`src/rtl/bch_short_pkg.sv`:
```
// bch_short_pkg: DVB-S2 short-frame t=12 BCH generator polynomial, parity width and checker FSM states.
package bch_short_pkg;
  localparam int PAR_W = 168;
  localparam logic [12*15-1:0] G_FACTORS = {
    15'h65EF, 15'h5811, 15'h5A49, 15'h460F, 15'h4F21, 15'h6CE5,
    15'h6389, 15'h6B55, 15'h5591, 15'h4647, 15'h4941, 15'h402B};
  // g(x) is the product of the twelve degree-14 minimal polynomials g1..g12
  function automatic logic [PAR_W:0] poly_product();
    logic [PAR_W:0] p;
    logic [PAR_W:0] q;
    p = '0;
    p[0] = 1'b1;
    for (int k = 0; k < 12; k++) begin
      q = '0;
      for (int j = 0; j < 15; j++)
        if (G_FACTORS[k*15+j]) q = q ^ (p << j);
      p = q;
    end
    return p;
  endfunction
  localparam logic [PAR_W:0] G_POLY_SHORT_T12 = poly_product();
  typedef enum logic [1:0] {IDLE, RUN, DONE} state_t;
endpackage

```
`src/rtl/bch_short_div_step.sv`:
```
// bch_short_div_step: combinational DW-bit remainder update r' = (r * x^DW + data) mod g(x), MSB first.
module bch_short_div_step
  import bch_short_pkg::*;
#(
  parameter int DW = 8
) (
  input  logic [PAR_W-1:0] rem_in,
  input  logic [DW-1:0]    data,
  output logic [PAR_W-1:0] rem_out
);
  localparam logic [PAR_W-1:0] G_LOW = G_POLY_SHORT_T12[PAR_W-1:0];
  always_comb begin
    rem_out = rem_in;
    for (int i = DW - 1; i >= 0; i--)
      rem_out = {rem_out[PAR_W-2:0], data[i]} ^ (rem_out[PAR_W-1] ? G_LOW : '0);
  end
endmodule

```
`config.mk`:
```
export PLATFORM = sky130hd
export DESIGN_NAME = bch_short_div_step
export DESIGN_NICKNAME = d
export VERILOG_FILES = /design/src/rtl/bch_short_pkg.sv /design/src/rtl/bch_short_div_step.sv
export SDC_FILE = /design/constraint.sdc
export NUM_CORES = 1
export LEC_CHECK = 0
export ABC_CLOCK_PERIOD_IN_PS = 1290
export BUFFER_PORTS_ARGS = -buffer_cell sky130_fd_sc_hd__buf_2
export CORE_AREA = 2 2 133 135
export DETAILED_ROUTE_END_ITERATION = 10
export DIE_AREA = 0 0 135 137
export PLACE_DENSITY = 0.55
export SLEW_MARGIN = 20
export SYNTH_ARGS = -nofsm -noshare
export SYNTH_HDL_FRONTEND = slang
export SYNTH_SLANG_ARGS = --single-unit
```
`constraint.sdc`:
```
create_clock -name vclk -period 1.29
set_input_delay 0.0645 -clock vclk [all_inputs]
set_output_delay 0.0645 -clock vclk [all_outputs]
set_load 0.05 [all_outputs]
```
# Word level (Yosys, flattened, before mapping)
# Cells that the tools add are included.
# W data, S select, Z words.
# word_totals
wordCells,16
inputBits,176
latchBits,0
mem_bits_ro,0
memories,0
regBits,0
out_inout_bits,168
ramBits,0
# op_classes
reduce_logical,0
muxes,8
div,0
mul,0
n_addsub,0
n_bitwise,8
n_eq_ne,0
n_shift,0
magnitude_cmp,0
# op_table
op,count
$xor A168 B167 Y168,8
$mux W167,8

# Logic depth before layout (Yosys ltp)
# Gate-level depths: netlist (run 1).
# logic_depth
depth_word,16
ltp_mapped,6
mapped_depth_nobuf,3

# Worst setup path after synthesis (run 1)
# Ideal clock, no wire load.
# synth_path
path_kind,in2out
from,input rem_in[166]
to,output rem_out[31]
required_ns,1.226
path_slack_ns,-0.761
path_buffers,1
cell_stages,4
arrival_ns,1.986
path_cell_list,buf_6 > xnor2_4 > xor3_1 > xnor2_1
# synth_between
elab_chain_len,12
# synth_lines
element,line,rtl
start: declaration,bch_short_div_step.sv:7,"input logic [PAR_W-1:0] rem_in,"
$xor A168 B167 Y168,bch_short_div_step.sv:15,"rem_out = {rem_out[PAR_W-2:0], data[i]} ^ (rem_out[PAR_W-1] ? G_LOW : '0);"
$mux W167,bch_short_div_step.sv:15,
$xor A168 B167 Y168 (2 in a row),bch_short_div_step.sv:15,
$mux W167,bch_short_div_step.sv:15,
$xor A168 B167 Y168 (2 in a row),bch_short_div_step.sv:15,
$mux W167,bch_short_div_step.sv:15,
$xor A168 B167 Y168 (2 in a row),bch_short_div_step.sv:15,
$mux W167,bch_short_div_step.sv:15,
$xor A168 B167 Y168,bch_short_div_step.sv:15,
end: declaration,bch_short_div_step.sv:9,output logic [PAR_W-1:0] rem_out
# No other way between the ends.

# Worst setup path after layout (run 1)
# layout_path
from,input rem_in[167]
to,output rem_out[117]
# layout_between
elab_chain_len,12
# layout_lines
element,line
$mux W167 (*),bch_short_div_step.sv:15
$xor A168 B167 Y168 (*) (2 in a row),bch_short_div_step.sv:15
$mux W167,bch_short_div_step.sv:15
$xor A168 B167 Y168 (*) (2 in a row),bch_short_div_step.sv:15
$mux W167,bch_short_div_step.sv:15
$xor A168 B167 Y168 (*) (2 in a row),bch_short_div_step.sv:15
$mux W167,bch_short_div_step.sv:15
$xor A168 B167 Y168 (*) (2 in a row),bch_short_div_step.sv:15
# Every way passes the cells marked *; elsewhere a longest branch is shown, timed or not.

==> run_summary.xml, run 1 <==
<?xml version="1.0" encoding="UTF-8"?>
<metrics>
  <group name="critical_path">
    <metric name="path_max_fanout" unit="">5</metric>
    <metric name="cp.arrival" unit="ps">1500</metric>
    <metric name="cp_common_cell" unit="">buf_12</metric>
    <metric name="worstSetupStartpoint" unit="">rem_in[167]</metric>
    <metric name="criticalPathCategory" unit="">primary input to output pin</metric>
    <metric name="critical_path.slowest_cell" unit="">xnor3_2</metric>
    <metric name="crit_path_to" unit="">rem_out[117]</metric>
    <metric name="cp.required" unit="ps">1230</metric>
    <metric name="critical-path-max-stage-delay" unit="ps">470</metric>
    <metric name="startpoint_class" unit="">primary input</metric>
    <metric name="crit_path_end_kind" unit="">output pin</metric>
    <metric name="path_cells" unit="">buf_12 -&gt; buf_12 -&gt; xor2_4 -&gt; buf_12 -&gt; xnor2_4 -&gt; xnor3_2 -&gt; buf_8</metric>
  </group>
  <group name="final_layout">
    <metric name="share_of_post_route_cells_with_drive_strength_above_1" unit="%">94.86</metric>
    <metric name="design.final.nets" unit="">1014</metric>
    <metric name="design.seq.count" unit="">0</metric>
    <metric name="fillerInstances" unit="">1103</metric>
    <metric name="area_delta_synth_final" unit="%">260.9</metric>
    <metric name="regArea" unit="um2">0</metric>
    <metric name="nClkBuffers" unit="">0</metric>
  </group>
  <group name="power_and_ir_drop">
    <metric name="share_comb_of_total_power" unit="%">100.0</metric>
    <metric name="cellPowerDensity" unit="nW/um2">1422</metric>
    <metric name="power_leakage" unit="nW">5.485</metric>
    <metric name="internal_power" unit="mW">8.021</metric>
    <metric name="pwr-share-clk" unit="%">0</metric>
    <metric name="power.switching" unit="mW">9.213</metric>
    <metric name="power.sequential.fraction" unit="%">0</metric>
    <metric name="sw_frac_of_total" unit="%">53.46</metric>
    <metric name="vdd_ir_drop_max" unit="mV">1.055</metric>
    <metric name="total_power" unit="mW">17.23</metric>
  </group>
  <group name="timing">
    <metric name="final_critical_path_setup_slack" unit="ps">-271.7</metric>
    <metric name="finalHoldViolations" unit="">0</metric>
    <metric name="worst_pin_slew" unit="ps">478.3</metric>
    <metric name="worst_slew_margin" unit="%">67.88</metric>
    <metric name="final_min_period_over_clock_period" unit="%">121.1</metric>
    <metric name="final-max-slew-violation-count" unit="">0</metric>
    <metric name="final_period_minus_worst_setup_slack" unit="ps">1562</metric>
    <metric name="setup_viol" unit="">132</metric>
    <metric name="fmax" unit="GHz">0.6403</metric>
    <metric name="unrepaired_setup_endpoints_after_global_routing" unit="">yes</metric>
  </group>
  <group name="synthesis">
    <metric name="ranking_of_synthesized_cells_by_instance_count" unit="">221 x xnor2_1, 37 x xor2_1, 23 x xnor3_1</metric>
    <metric name="post_synth_main_area_contributors" unit="">xnor2_1 58%, xnor3_1 15%, xor2_1 9.7%, xnor2_2 4.4%, xnor2_4 3.3%</metric>
    <metric name="synth.lib_cells_used.distinct" unit="">11</metric>
    <metric name="synth.largest_area_cell" unit="">xnor2_1</metric>
    <metric name="seq_area_frac_synth" unit="%">0</metric>
    <metric name="synthesis.yosys.warnings" unit="">0</metric>
    <metric name="synth_top_cell_area_share" unit="%">57.66</metric>
    <metric name="summed_instance_area_of_the_synthesized_netlist" unit="um2">3357</metric>
    <metric name="syn_area_per_cell" unit="um2">10.49</metric>
    <metric name="mappedNetlistNets" unit="">496</metric>
    <metric name="yosysMostFrequentCell" unit="">xnor2_1</metric>
    <metric name="synthesis.instances" unit="">320</metric>
  </group>
  <group name="global_route">
    <metric name="grt_start_max_net_pins" unit="">11</metric>
    <metric name="track_usage" unit="%">18.47</metric>
    <metric name="grt_antenna_before_repair" unit="">1</metric>
    <metric name="grt_pass1_vias" unit="">4755</metric>
    <metric name="grt_remaining_overflow" unit="">0</metric>
    <metric name="grt_pass1_wl" unit="um">26310</metric>
  </group>
  <group name="die">
    <metric name="floorplan.die.width" unit="um">135</metric>
    <metric name="dieHeight" unit="um">137</metric>
    <metric name="core_area" unit="um2">17060</metric>
    <metric name="initial_core_util" unit="%">19.68</metric>
    <metric name="floorplan.io_pins" unit="">344</metric>
    <metric name="row_count" unit="">48</metric>
    <metric name="die_area" unit="um2">18500</metric>
  </group>
  <group name="routing">
    <metric name="drt.antenna.violating_nets" unit="">0</metric>
    <metric name="detail_route.drc_violations" unit="">0</metric>
    <metric name="iteration_0_drc_count_of_the_detailed_router" unit="">60</metric>
    <metric name="avgRoutedWirePerCell" unit="um">17.23</metric>
    <metric name="wirelength" unit="um">18320</metric>
    <metric name="num_vias" unit="">4248</metric>
    <metric name="first_pass_detailed_route_iteration_total" unit="">4</metric>
    <metric name="routed_via_density" unit="">3.996</metric>
  </group>
  <group name="status">
    <metric name="violations_in_the_final_reports" unit="">negative setup slack</metric>
    <metric name="run_status" unit="">finished with violations</metric>
  </group>
  <group name="placement">
    <metric name="globalplace.congestion" unit="">0.8164</metric>
    <metric name="place_hpwl" unit="um">14180</metric>
    <metric name="numPortBuffers" unit="">344</metric>
    <metric name="dp_worst_setup_slack" unit="ps">-561.9</metric>
  </group>
  <group name="worst_hold_path">
    <metric name="min-delay-path-class" unit="">primary input to output pin</metric>
    <metric name="worstHoldStart" unit="">rem_in[0]</metric>
  </group>
  <group name="run">
    <metric name="max_cap_viol_count" unit="">0</metric>
  </group>
  <group name="clock_network">
    <metric name="cts.hold.buffers_added" unit="">0</metric>
  </group>
</metrics>
-- logic make-up (layout without fill, tap and decap cells) --
kind of cell	count (synthesis)	after routing	synth area share [%]
xor+xnor	301	301	95.34
buf+inv	19	535	4.659
other cells	0	2	0
-- layout by cell type, fill, tap and decap left out, drive strengths merged --
master and instances:
buf 534, clkbuf 1, xor2 43, xnor2 234, xor3 1, diode 2, xnor3 23
-- what timing repair did --
item	4_1_cts	5_1_grt
gates resized for setup	490	127
setup buffers	69	42
pin swaps	100	87
cloned	2	0
endpoints found under the setup margin	160	150
-- worst min-delay path by stage --
stage / endpoint / slack, ps / cells past startpoint
finish: rem_out[8] / 440 / 3
global route: rem_out[8] / 450 / 3
CTS: rem_out[130] / 440 / 3
detailed placement: rem_out[165] / 470 / 3
global placement: rem_out[76] / 470 / 3
floorplan: rem_out[5] / 240 / 1
-- metal layers --
| metal | up-vias | wire length, um | track usage (%) |
|---|---|---|---|
| met2 | 189 | 10960 | 38.86 |
| met3 | 20 | 1009 | 2.074 |
| met1 | 2032 | 6006 | 20.07 |
| li1 | 2007 | - | - |
| met5 | - | 0 | 0 |
| met4 | 0 | 342 | 2.083 |
-- critical path: cells and delay by family --
family,cells,cell delay (ps)
xor gates and xnor gates,3,860
buffers and inverters,4,560
-- metrics by stage --
stage               setup TNS (ps)  cells  hold WS [ps]  instance area, um2  util (%)
finish                      -18680   1063         438.8               12120     71.04
floorplan                   -26580    320         244.1                5668         -
global route                -24390   1062         447.9               12110     71.02
detailed placement          -56880    980         470.8                8514     49.92
CTS                         -18520   1042         438.8               11380     66.74
global placement            -55190    980         465.2                8514     49.92
-- cell type report --
class,count,area (um2),share of cell area (%)
Multi-Input combinational cell,301,6535,53.93
Antenna cell,2,5.005,0.04131
Tap cell,225,281.5,2.323
Timing Repair Buffer,535,5295,43.70
-- power by group through the flow --
stage / clock (mW) / combinational (mW) / sequential, mW
2_1_floorplan: 0 / 10.1 / 0
3_3_place_gp: 0 / 13.0 / 0
3_5_place_dp: 0 / 13.1 / 0
4_1_cts: 0 / 16.6 / 0
5_1_grt: 0.000000104 / 17.8 / 0
6_report: 0.000000207 / 17.2 / 0
(Power assumes the default switching activity.)
==> inputs of run 2 (changes only) <==
==> constraint.sdc (replaced) <==
create_clock -name vclk -period 1.29
set_input_delay 0.387 -clock vclk [all_inputs]
set_output_delay 0.387 -clock vclk [all_outputs]
set_load 0.05 [all_outputs]
==> run_summary.xml, run 2 (synthesis results as in run 1) <==
<?xml version="1.0" encoding="UTF-8"?>
<metrics>
  <group name="final_layout">
    <metric name="postLayoutCellArea" unit="um2">12870</metric>
    <metric name="share_of_post_route_cells_with_drive_strength_above_1" unit="%">96.75</metric>
    <metric name="multi_input_area" unit="um2">7032</metric>
    <metric name="design.seq.count" unit="">0</metric>
    <metric name="nClkBuffers" unit="">0</metric>
    <metric name="most_common_cell_after_layout_fill_and_taps_aside" unit="">buf_6</metric>
    <metric name="area_delta_synth_final" unit="%">283.5</metric>
    <metric name="regArea" unit="um2">0</metric>
    <metric name="final_core_utilization" unit="%">75.48</metric>
    <metric name="fillerInstances" unit="">1007</metric>
    <metric name="finish.cell_count_without_fillers" unit="">1058</metric>
    <metric name="most-common-layout-cells" unit="">221 x buf_6, 168 x buf_2, 161 x xnor2_4, 67 x buf_12, 54 x xnor2_2</metric>
    <metric name="design.final.nets" unit="">1008</metric>
  </group>
  <group name="worst_hold_path">
    <metric name="min-delay-path-class" unit="">primary input to output pin</metric>
  </group>
  <group name="placement">
    <metric name="placed_area" unit="um2">9223</metric>
    <metric name="post-place-cells" unit="">977</metric>
    <metric name="globalplace.congestion" unit="">0.7853</metric>
    <metric name="numPortBuffers" unit="">344</metric>
    <metric name="dp_worst_setup_slack" unit="ps">-1155</metric>
    <metric name="place_hpwl" unit="um">14400</metric>
  </group>
  <group name="global_route">
    <metric name="track_usage" unit="%">18.57</metric>
    <metric name="grt_antenna_before_repair" unit="">3</metric>
    <metric name="grt_remaining_overflow" unit="">0</metric>
    <metric name="grt_start_max_net_pins" unit="">10</metric>
    <metric name="grt_pass1_vias" unit="">4675</metric>
    <metric name="grt_pass1_wl" unit="um">26420</metric>
  </group>
  <group name="timing">
    <metric name="worst_pin_slew" unit="ps">453.0</metric>
    <metric name="final_period_minus_worst_setup_slack" unit="ps">2254</metric>
    <metric name="finalHoldViolations" unit="">0</metric>
    <metric name="final-max-slew-violation-count" unit="">0</metric>
    <metric name="worst_slew_margin" unit="%">69.58</metric>
    <metric name="setup_viol" unit="">168</metric>
    <metric name="unrepaired_setup_endpoints_after_global_routing" unit="">yes</metric>
    <metric name="final_min_period_over_clock_period" unit="%">174.7</metric>
    <metric name="fmax" unit="GHz">0.4437</metric>
    <metric name="final_critical_path_setup_slack" unit="ps">-963.7</metric>
  </group>
  <group name="routing">
    <metric name="num_vias" unit="">4185</metric>
    <metric name="wirelength" unit="um">18400</metric>
    <metric name="iteration_0_drc_count_of_the_detailed_router" unit="">42</metric>
    <metric name="first_pass_detailed_route_iteration_total" unit="">3</metric>
    <metric name="detail_route.drc_violations" unit="">0</metric>
    <metric name="routed_via_density" unit="">3.956</metric>
    <metric name="avgRoutedWirePerCell" unit="um">17.39</metric>
    <metric name="drt.antenna.violating_nets" unit="">0</metric>
  </group>
  <group name="die">
    <metric name="floorplan.die.width" unit="um">135</metric>
    <metric name="floorplan.io_pins" unit="">344</metric>
    <metric name="die_area" unit="um2">18500</metric>
    <metric name="initial_core_util" unit="%">19.68</metric>
    <metric name="dieHeight" unit="um">137</metric>
    <metric name="row_count" unit="">48</metric>
    <metric name="core_area" unit="um2">17060</metric>
  </group>
  <group name="power_and_ir_drop">
    <metric name="cellPowerDensity" unit="nW/um2">1371</metric>
    <metric name="power_leakage" unit="nW">5.680</metric>
    <metric name="vdd_ir_drop_max" unit="mV">1.482</metric>
    <metric name="total_power" unit="mW">17.65</metric>
  </group>
  <group name="critical_path">
    <metric name="startpoint_class" unit="">primary input</metric>
    <metric name="path_max_fanout" unit="">3</metric>
    <metric name="crit_path_end_kind" unit="">output pin</metric>
    <metric name="cp.required" unit="ps">900</metric>
    <metric name="cp.arrival" unit="ps">1870</metric>
    <metric name="criticalPathCategory" unit="">primary input to output pin</metric>
  </group>
  <group name="status">
    <metric name="run_status" unit="">finished with violations</metric>
    <metric name="violations_in_the_final_reports" unit="">negative setup slack</metric>
  </group>
  <group name="run">
    <metric name="max_cap_viol_count" unit="">0</metric>
  </group>
  <group name="clock_network">
    <metric name="cts.hold.buffers_added" unit="">0</metric>
  </group>
</metrics>
## run 2: cell types whose count changed in the layout (fill, tap and decap cells not counted), moves of 4 or more
cell     previous run  this run
xnor2_4           136       161
buf_8              29        37
xor2_4             21        30
xor2_1             12         7
xnor2_1            29        19
buf_4              61        33
buf_2             179       168
buf_6             208       221
xnor2_2            69        54
buf_12             55        67
xor2_2             10         6
## run 2: report_power, final
group | internal (mW) | total, mW | leakage, nW | switching [mW]
clock | 0.000000311 | 0.000000311 | 0.0000190 | 0
sequential | 0 | 0 | 0 | 0
combinational | 8.32 | 17.7 | 5.68 | 9.33
## run 2: timing repair
action / 4_1_cts / 5_1_grt
cloned: 1 / 0
pin swaps: 79 / 105
gates resized for setup: 457 / 219
setup buffers: 65 / 38
endpoints found under the setup margin: 168 / 168
## run 2: layer usage
layer  track usage, %  vias to the layer above  wire (um)
li1                 -                     2000          -
met1            20.58                     2005       6016
met2            39.48                      176      11360
met3            2.222                        4        959
met4                0                        0         66
met5                0                        -          0
## run 2: path summary, 6_finish.rpt
kind	from	end	cells past startpoint
worst min-delay path	rem_in[129]	rem_out[137]	3
worst max-delay path	rem_in[162]	rem_out[31]	7
## run 2: cell type report
cell class / count / share of cell area (%)
antenna: 3 / 0.05831
timing repair buffer: 529 / 43.14
multi-input combinational: 301 / 54.62
tap: 225 / 2.187
## run 2: critical path, stage by stage
cell and delay (ps):
buf_8 110, buf_12 130, xnor2_4 200, buf_4 160, xor3_2 530, xnor2_4 180
buf_6 180
## run 2: stage by stage
stage          setup TNS (ps)  hold slack, ps
2_1_floorplan         -124250           889.1
3_3_place_gp          -159840            1113
3_5_place_dp          -160880            1114
4_1_cts               -131190            1082
5_1_grt               -130430            1097
6_report              -122880            1083
==> inputs of run 3 (changes only) <==
Settings changed: RECOVER_POWER from default to 25, TNS_END_PERCENT from default to 50.
==> run_summary.xml, run 3 (synthesis results as in run 1) <==
<?xml version="1.0" encoding="UTF-8"?>
<metrics>
  <group name="status">
    <metric name="run_status" unit="">finished with violations</metric>
    <metric name="violations_in_the_final_reports" unit="">negative setup slack</metric>
  </group>
  <group name="timing">
    <metric name="worst_pin_slew" unit="ps">469.4</metric>
    <metric name="final_period_minus_worst_setup_slack" unit="ps">2149</metric>
    <metric name="finalHoldViolations" unit="">0</metric>
    <metric name="final-max-slew-violation-count" unit="">0</metric>
    <metric name="setup_viol" unit="">168</metric>
    <metric name="final_critical_path_setup_slack" unit="ps">-859.1</metric>
    <metric name="unrepaired_setup_endpoints_after_global_routing" unit="">yes</metric>
    <metric name="fmax" unit="GHz">0.4653</metric>
    <metric name="worst_slew_margin" unit="%">68.48</metric>
    <metric name="final_min_period_over_clock_period" unit="%">166.6</metric>
  </group>
  <group name="global_route">
    <metric name="grt_remaining_overflow" unit="">0</metric>
    <metric name="track_usage" unit="%">18.14</metric>
    <metric name="grt_antenna_before_repair" unit="">0</metric>
    <metric name="grt_pass1_vias" unit="">4581</metric>
    <metric name="grt_start_max_net_pins" unit="">11</metric>
    <metric name="grt_pass1_wl" unit="um">25520</metric>
  </group>
  <group name="routing">
    <metric name="drt.antenna.violating_nets" unit="">0</metric>
    <metric name="iteration_0_drc_count_of_the_detailed_router" unit="">31</metric>
    <metric name="first_pass_detailed_route_iteration_total" unit="">4</metric>
    <metric name="num_vias" unit="">4049</metric>
    <metric name="avgRoutedWirePerCell" unit="um">17.32</metric>
    <metric name="wirelength" unit="um">17940</metric>
    <metric name="detail_route.drc_violations" unit="">0</metric>
    <metric name="routed_via_density" unit="">3.908</metric>
  </group>
  <group name="final_layout">
    <metric name="design.final.nets" unit="">989</metric>
    <metric name="regArea" unit="um2">0</metric>
    <metric name="nClkBuffers" unit="">0</metric>
    <metric name="area_delta_synth_final" unit="%">242.1</metric>
    <metric name="fillerInstances" unit="">1165</metric>
    <metric name="final_core_utilization" unit="%">67.33</metric>
    <metric name="design.seq.count" unit="">0</metric>
    <metric name="most-common-layout-cells" unit="">201 x buf_6, 168 x buf_2, 113 x xnor2_4, 88 x xnor2_2, 66 x buf_4</metric>
    <metric name="share_of_post_route_cells_with_drive_strength_above_1" unit="%">92.73</metric>
    <metric name="most_common_cell_after_layout_fill_and_taps_aside" unit="">buf_6</metric>
    <metric name="insertedDiodeCount" unit="">0</metric>
    <metric name="postLayoutCellArea" unit="um2">11480</metric>
  </group>
  <group name="critical_path">
    <metric name="crit_path_end_kind" unit="">output pin</metric>
    <metric name="cp.required" unit="ps">900</metric>
    <metric name="startpoint_class" unit="">primary input</metric>
    <metric name="critical_path_cell_count" unit="">10</metric>
    <metric name="critical_path.slowest_cell" unit="">buf_6</metric>
    <metric name="criticalPathCategory" unit="">primary input to output pin</metric>
    <metric name="path_cells" unit="">buf_12 -&gt; buf_12 -&gt; buf_6 -&gt; xor2_4 -&gt; buf_12 -&gt; xnor2_4 -&gt; buf_6 -&gt; buf_4 -&gt; xnor2_2 -&gt; buf_6</metric>
    <metric name="worstSetupStartpoint" unit="">rem_in[164]</metric>
    <metric name="critical-path-max-stage-delay" unit="ps">180</metric>
    <metric name="worstPathBufferInverterCount" unit="">7</metric>
    <metric name="cp.arrival" unit="ps">1760</metric>
    <metric name="critical-path-top-delay-family" unit="">buffers and inverters</metric>
    <metric name="path_max_fanout" unit="">6</metric>
  </group>
  <group name="die">
    <metric name="floorplan.io_pins" unit="">344</metric>
    <metric name="dieHeight" unit="um">137</metric>
    <metric name="core_area" unit="um2">17060</metric>
    <metric name="die_area" unit="um2">18500</metric>
    <metric name="row_count" unit="">48</metric>
    <metric name="initial_core_util" unit="%">19.68</metric>
    <metric name="floorplan.die.width" unit="um">135</metric>
  </group>
  <group name="power_and_ir_drop">
    <metric name="power_leakage" unit="nW">5.273</metric>
    <metric name="sw_frac_of_total" unit="%">54.13</metric>
    <metric name="share_comb_of_total_power" unit="%">100.0</metric>
    <metric name="internal_power" unit="mW">7.655</metric>
    <metric name="power.sequential.fraction" unit="%">0</metric>
    <metric name="cellPowerDensity" unit="nW/um2">1453</metric>
    <metric name="power.switching" unit="mW">9.033</metric>
    <metric name="vdd_ir_drop_max" unit="mV">1.120</metric>
    <metric name="pwr-share-clk" unit="%">0</metric>
  </group>
  <group name="placement">
    <metric name="place_hpwl" unit="um">13850</metric>
    <metric name="placed_area" unit="um2">8038</metric>
    <metric name="numPortBuffers" unit="">344</metric>
    <metric name="globalplace.congestion" unit="">0.8284</metric>
  </group>
  <group name="run">
    <metric name="max_cap_viol_count" unit="">0</metric>
  </group>
  <group name="worst_hold_path">
    <metric name="min-delay-path-class" unit="">primary input to output pin</metric>
    <metric name="min_to" unit="">rem_out[147]</metric>
    <metric name="worstHoldStart" unit="">rem_in[139]</metric>
    <metric name="timing.hold.worst_path_depth" unit="">3</metric>
  </group>
</metrics>
-- run 3: final cells by class --
type	count	area, um2	share of cell area [%]
timing repair buffer	510	5024	43.75
tap	225	281.5	2.452
multi-input combinational	301	6178	53.80
-- run 3: per-layer routing --
metal	share of wire (%)	track usage, %	wire length, um	vias up
met3	6.4	2.593	1151	10
met4	0.94	1.157	169	0
li1	-	-	-	1948
met2	59	38.16	10590	212
met1	34	19.71	6028	1879
met5	0	0	0	-
-- run 3: worst max-delay path by stage --
stage,endpoint
after floorplan,rem_out[31]
after global placement,rem_out[113]
after detailed placement,rem_out[125]
after CTS,rem_out[112]
after global routing,rem_out[132]
final,rem_out[126]
-- run 3: what timing repair did --
| item | CTS | global route |
|---|---|---|
| endpoints found under the setup margin | 168 | 168 |
| gates cloned | 3 | 0 |
| gates resized for setup | 485 | 119 |
| hold buffers | 0 | 0 |
| hold endpoints to repair | 0 | 0 |
| pin swaps | 90 | 57 |
| setup buffers | 51 | 21 |
-- run 3: stage by stage --
| stage | total power, mW | TNS (ps) | hold WS, ps | setup slack (ps) | std cells |
|---|---|---|---|---|---|
| after global placement | 12.80 | -157120 | 1107 | -1117 | 968 |
| final | 16.69 | -117170 | 1079 | -859.1 | 1036 |
| after CTS | 15.99 | -119310 | 1077 | -928.2 | 1019 |
| after floorplan | 9.727 | -137290 | 889.1 | -1009 | 320 |
| after global routing | 17.27 | -124840 | 1094 | -915.0 | 1036 |
| after detailed placement | 12.84 | -158720 | 1109 | -1114 | 968 |
-- run 3: power groups by stage --
stage	logic (mW)	clock network, mW	registers (mW)
after floorplan	9.73	0	0
after global placement	12.8	0	0
after detailed placement	12.8	0	0
after CTS	16.0	0	0
after global routing	17.3	0	0
final	16.7	0	0
